===== config.mk =====
export PLATFORM = sky130hd
export DESIGN_NAME = door_access_ctrl
export DESIGN_NICKNAME = d
export VERILOG_FILES = /design/src/rtl/door_access_ctrl.sv
export SDC_FILE = /design/constraint.sdc
export NUM_CORES = 1
export LEC_CHECK = 0
export ABC_AREA = 1
export CAP_MARGIN = 10
export CORE_MARGIN = 3
export CORE_UTILIZATION = 30
export DETAILED_ROUTE_END_ITERATION = 8
export PLACE_DENSITY = 0.47
export REMOVE_ABC_BUFFERS = 1
export SLEW_MARGIN = 20
export SYNTH_ARGS = -nofsm -noshare
export SYNTH_HDL_FRONTEND = slang
export SYNTH_SLANG_ARGS = --single-unit

===== constraint.sdc =====
create_clock -name clk -period 3 [get_ports clk]
set_input_delay 0.45 -clock clk [delete_from_list [all_inputs] [get_ports clk]]
set_output_delay 0.45 -clock clk [all_outputs]
set_load 0.1 [all_outputs]

===== src/rtl/door_access_ctrl.sv =====
// Door access front end: debounces the enter button, checks the switch code
// against SECRET, holds an open request until the door stage acknowledges, and
// locks out after repeated wrong entries.
module door_access_ctrl #(
  parameter int                CODE_W       = 4,
  parameter logic [CODE_W-1:0] SECRET       = 4'b1010,
  parameter int                DEBOUNCE_CYC = 500000,
  parameter int                MAX_FAILS    = 3,
  parameter int                DENY_CYC     = 25000000,
  parameter int                LOCK_CYC     = 250000000,
  parameter int                ACK_TIMEOUT  = 1000,
  localparam int               FAIL_W       = $clog2(MAX_FAILS + 1)
) (
  input  logic              clk,
  input  logic              rst_a_n,
  input  logic              enter_btn,
  input  logic [CODE_W-1:0] code_sw,
  input  logic              door_busy,
  output logic              open_req,
  output logic              granted,
  output logic              denied,
  output logic              locked,
  output logic [FAIL_W-1:0] fail_cnt
);

  localparam int DB_W    = $clog2(DEBOUNCE_CYC + 1);
  localparam int TMR_MAX = (DENY_CYC > LOCK_CYC)
                         ? ((DENY_CYC > ACK_TIMEOUT) ? DENY_CYC : ACK_TIMEOUT)
                         : ((LOCK_CYC > ACK_TIMEOUT) ? LOCK_CYC : ACK_TIMEOUT);
  localparam int TMR_W   = $clog2(TMR_MAX + 1);

  localparam logic [DB_W-1:0]   DB_LAST   = DB_W'(DEBOUNCE_CYC - 1);
  localparam logic [TMR_W-1:0]  TMR_SAT   = TMR_W'(TMR_MAX);
  localparam logic [TMR_W-1:0]  ACK_LAST  = TMR_W'(ACK_TIMEOUT - 1);
  localparam logic [TMR_W-1:0]  DENY_LAST = TMR_W'(DENY_CYC - 1);
  localparam logic [TMR_W-1:0]  LOCK_LAST = TMR_W'(LOCK_CYC - 1);
  localparam logic [FAIL_W-1:0] FAIL_MAX  = FAIL_W'(MAX_FAILS);

  typedef enum logic [2:0] {
    S_IDLE,
    S_GRANT,
    S_WAIT_DONE,
    S_DENY,
    S_LOCKOUT
  } state_t;

  logic              sync1_q, sync2_q;
  logic              db_level_q, db_level_d;
  logic [DB_W-1:0]   db_cnt_q, db_cnt_d;
  logic              press_q, press_d;

  state_t            state_q;
  logic [TMR_W-1:0]  timer_q;
  logic [FAIL_W-1:0] fail_q;
  logic              open_q, granted_q, denied_q, locked_q;

  // Level flips only after DEBOUNCE_CYC consecutive mismatching cycles.
  always_comb begin
    db_cnt_d   = '0;
    db_level_d = db_level_q;
    press_d    = 1'b0;
    if (sync2_q != db_level_q) begin
      if (db_cnt_q == DB_LAST) begin
        db_level_d = ~db_level_q;
        press_d    = ~db_level_q;
      end else begin
        db_cnt_d = db_cnt_q + DB_W'(1);
      end
    end
  end

  always_ff @(posedge clk or negedge rst_a_n) begin
    if (!rst_a_n) begin
      sync1_q    <= 1'b0;
      sync2_q    <= 1'b0;
      db_level_q <= 1'b0;
      db_cnt_q   <= '0;
      press_q    <= 1'b0;
    end else begin
      sync1_q    <= enter_btn;
      sync2_q    <= sync1_q;
      db_level_q <= db_level_d;
      db_cnt_q   <= db_cnt_d;
      press_q    <= press_d;
    end
  end

  // Outputs are loaded together with the state so they are Moore and registered.
  always_ff @(posedge clk or negedge rst_a_n) begin
    if (!rst_a_n) begin
      state_q   <= S_IDLE;
      timer_q   <= '0;
      fail_q    <= '0;
      open_q    <= 1'b0;
      granted_q <= 1'b0;
      denied_q  <= 1'b0;
      locked_q  <= 1'b0;
    end else begin
      timer_q <= (timer_q == TMR_SAT) ? timer_q : timer_q + TMR_W'(1);
      case (state_q)
        S_IDLE: begin
          if (press_q && !door_busy) begin
            timer_q <= '0;
            if (code_sw == SECRET) begin
              state_q   <= S_GRANT;
              open_q    <= 1'b1;
              granted_q <= 1'b1;
              fail_q    <= '0;
            end else begin
              state_q  <= S_DENY;
              denied_q <= 1'b1;
              if (fail_q != FAIL_MAX) fail_q <= fail_q + FAIL_W'(1);
            end
          end
        end
        S_GRANT: begin
          if (door_busy) begin
            state_q <= S_WAIT_DONE;
            open_q  <= 1'b0;
            timer_q <= '0;
          end else if (timer_q == ACK_LAST) begin
            state_q   <= S_IDLE;
            open_q    <= 1'b0;
            granted_q <= 1'b0;
            timer_q   <= '0;
          end
        end
        S_WAIT_DONE: begin
          if (!door_busy) begin
            state_q   <= S_IDLE;
            granted_q <= 1'b0;
            timer_q   <= '0;
          end
        end
        S_DENY: begin
          if (timer_q == DENY_LAST) begin
            denied_q <= 1'b0;
            timer_q  <= '0;
            if (fail_q == FAIL_MAX) begin
              state_q  <= S_LOCKOUT;
              locked_q <= 1'b1;
            end else begin
              state_q <= S_IDLE;
            end
          end
        end
        S_LOCKOUT: begin
          if (timer_q == LOCK_LAST) begin
            state_q  <= S_IDLE;
            locked_q <= 1'b0;
            fail_q   <= '0;
            timer_q  <= '0;
          end
        end
        default: begin
          state_q   <= S_IDLE;
          timer_q   <= '0;
          open_q    <= 1'b0;
          granted_q <= 1'b0;
          denied_q  <= 1'b0;
          locked_q  <= 1'b0;
        end
      endcase
    end
  end

  assign open_req = open_q;
  assign granted  = granted_q;
  assign denied   = denied_q;
  assign locked   = locked_q;
  assign fail_cnt = fail_q;

endmodule


==> impl_metrics.tcl <==
set metrics [dict create \
    grt_start_max_net_pins 44 \
    clkSlewWorstSetupHoldPaths_ps 50 \
    crit_required_ps 3200 \
    yosys_register_bits 60 \
    coreArea_um2 11100 \
    ios 14 \
    syn_area_per_cell_um2 7.32 \
    drtPass1Iterations 5 \
    clkSinkCount 60 \
    dr_wl_met3_um 297 \
    cp_slowest_stage_delay_ps 380 \
    clock_path_buffers 2 \
    finClkSkew_ps 5.38 \
    start_util_pct 31.5 \
    synth_area_um2 3510 \
    fin_crit_sh_pct 65.4 \
    worstMarginPinSlew_ps 551 \
    crit_slowest_cell "dfrtp_1" \
    synthFlopType "dfrtp_1" \
    cellLeakagePower_uw 0.00178 \
    ys_warn_count 0 \
    final_util_pct 36.9 \
    hold_slack_ps 97.6 \
    rsz0062_at_grt "false" \
    die_h_um 114 \
    place_hpwl_um 5780 \
    synthToLayoutAreaGrowth_pct 17.0 \
    cts_tree "yes" \
    synth_edf_count 0 \
    slew_headroom_pct 63.0 \
    vias_per_cell 4.50 \
    dieArea_um2 13000 \
    synthAdderAreaFrac_pct 1.43 \
    peakVddDrop_v 0.000492 \
    h-tree-depth 3 \
    n_fill_cell 1184 \
    hp-class "in -> async" \
    antenna_found_initial 0 \
    critPathKind "reg -> reg" \
    placed_area_um2 3780 \
    yosys.area_share.simple_pct 36.5 \
    drc 0 \
    ant_nets 0 \
    final_area_um2 4100 \
    fmax_mhz 509 \
    worstSetupStartpointType "flip-flop" \
    period_minus_slack_ps 1960 \
    grt_remaining_overflow 0 \
    setup_viol 0 \
    final-hold-violation-count 0 \
    synth_top_family_by_area "simple AND/OR/NAND/NOR gates" \
    numCtsBuffers 9 \
    ys_seq_area_share_pct 42.8 \
    grt_pass1_vias 2999 \
    powerDensity_nw_per_um2 728 \
    wl_per_cell_um 12.0 \
    drive_gt1_share_pct 9.65 \
    drt_iter0_drc 159 \
    cts_resized 0 \
    wirelength_met1_um 3690 \
    synth_xor_area_share_pct 7.74 \
    fin_nets 515 \
    status "completed" \
    netlist_instances 479 \
    portBuffers 13 \
    synth.area.mux_share_pct 0 \
    critPathBufInv 2 \
    root_buffer "clkbuf_16" \
    cts_hold_buffers 0 \
    synthArstFlopShare_pct 100 \
    slew_viol_final 0 \
    die_w_um 114 \
    synth_compound_area_share_pct 3.89 \
    dr_wl_met2_um 3630 \
    std_cell_rows 38 \
    timing.setup.tns_ps 0 \
    top_layer "met4" \
    post_cts_buffers 0 \
    grt_pass1_wl_um 13900 \
    track_usage_pct 13.4 \
    wirelength_um 7770 \
    route.vias.total 2918 \
    clk_latency_ps 330 \
    place_congestion 0.814 \
    cp_max_fo 29 \
    max_cap_violations 0 \
    cp_top_family "simple AND/OR/NAND/NOR gates" \
    diodes 0 \
    cp.arrival_ps 2160 \
    yosysUniqueCellTypes 28 \
    cp_cell_sequence "ha_1 -> inv_1 -> nor2_1 -> nand2_1 -> nor2_1 -> nand2_1 -> nand3_2 -> nand2_1 -> nor2_2 -> buf_4 -> nor2_1" \
    cp-end-kind "flip-flop" \
]
==> flip-flops by register name (all words and copies together), names as in the netlist, 2 cells and up <==
name      cells
db_cnt_q     19
fail_cnt      2
state_q       3
timer_q      28
==> power by group <==
part | switching (µW) | total [µW] | internal [µW]
Combinational | 689 | 929 | 240
Clock | 356 | 1100 | 744
Sequential | 70.2 | 959 | 889
==> Yosys cell counts, types with 8 or more instances <==
| master | number | area, µm² |
|---|---|---|
| nand4_1 | 10 | 62.6 |
| nor3_1 | 19 | 95.1 |
| o21ai_0 | 12 | 60.1 |
| nand3_1 | 28 | 140 |
| nor2_1 | 89 | 334 |
| a21oi_1 | 8 | 40.0 |
| dfrtp_1 | 60 | 1500 |
| xor2_1 | 31 | 272 |
| inv_1 | 58 | 218 |
| nand2_1 | 119 | 447 |
| nor2_2 | 12 | 75.1 |
==> metal layers <==
| layer | up-vias | global-route usage, % |
|---|---|---|
| li1 | 1553 | - |
| met1 | 1305 | 17.4 |
| met2 | 48 | 21.3 |
| met3 | 12 | 3.75 |
| met4 | 0 | 5.07 |
| met5 | - | 0 |
==> cell type report <==
cell class,instances,area (µm²),share of cell area [%]
multi-input combinational,353,1740,42.3
sequential,60,1500,36.6
clock buffer,11,243,5.91
inverter,63,236,5.76
tap,140,175,4.27
timing repair buffer,16,135,3.29
clock inverter,5,75.1,1.83
==> metrics by stage <==
| stage | setup WS [ps] | total power (µW) | instances |
|---|---|---|---|
| 6_report | 1040 | 2990 | 648 |
| 4_1_cts | 993 | 3040 | 648 |
| 5_1_grt | 794 | 3190 | 648 |
| 2_1_floorplan | 860 | 1660 | 476 |
| 3_3_place_gp | 927 | 1900 | 632 |
| 3_5_place_dp | 889 | 1920 | 632 |
==> layout by cell type, fill, tap and decap left out <==
master / instances
bufinv_16: 2
buf_4: 10
a21oi_1: 8
clkdlybuf4s50_1: 6
inv_1: 58
clkbuf_16: 9
nor2_1: 89
nand2_1: 119
nor2_2: 12
nand3_1: 28
inv_2: 4
clkbuf_8: 1
nand2_2: 2
nor3b_1: 4
nand3b_1: 3
a31oi_1: 2
nor4_1: 2
dfrtp_1: 60
o21ai_2: 1
o21ai_0: 12
nand4_1: 10
nor2_4: 2
clkinv_2: 3
nor3_1: 19
nor3_2: 1
or2_2: 1
nand3_2: 1
ha_1: 4
clkinv_1: 1
o21bai_1: 2
clkbuf_1: 1
xor2_1: 31
==> kinds of logic (layout without fill, tap and decap cells) <==
logic type,count (synthesis),count (layout)
xor+xnor,31,31
flops,60,60
simple gates,293,293
buf+inv,66,95
compound gates,25,25
fa+ha+maj,4,4
==> path summary, 6_finish.rpt <==
| check | startpoint | endpoint | slack [ps] | cells after the start |
|---|---|---|---|---|
| worst max-delay path | timer_q[1]$_DFF_PN0_ | timer_q[19]$_DFF_PN0_ | 1040 | 11 |
| worst min-delay path | rst_a_n | timer_q[6]$_DFF_PN0_ | 100 | 1 |
| worst max register to register | timer_q[1]$_DFF_PN0_ | timer_q[19]$_DFF_PN0_ | 1040 | 11 |
| worst min register to register | sync1_q$_DFF_PN0_ | sync2_q$_DFF_PN0_ | 350 | 0 |
| max in group asynchronous | rst_a_n | db_cnt_q[2]$_DFF_PN0_ | 2280 | 2 |
| min in group clk | sync1_q$_DFF_PN0_ | sync2_q$_DFF_PN0_ | 350 | 0 |
Power figures use the tool's default switching activity.
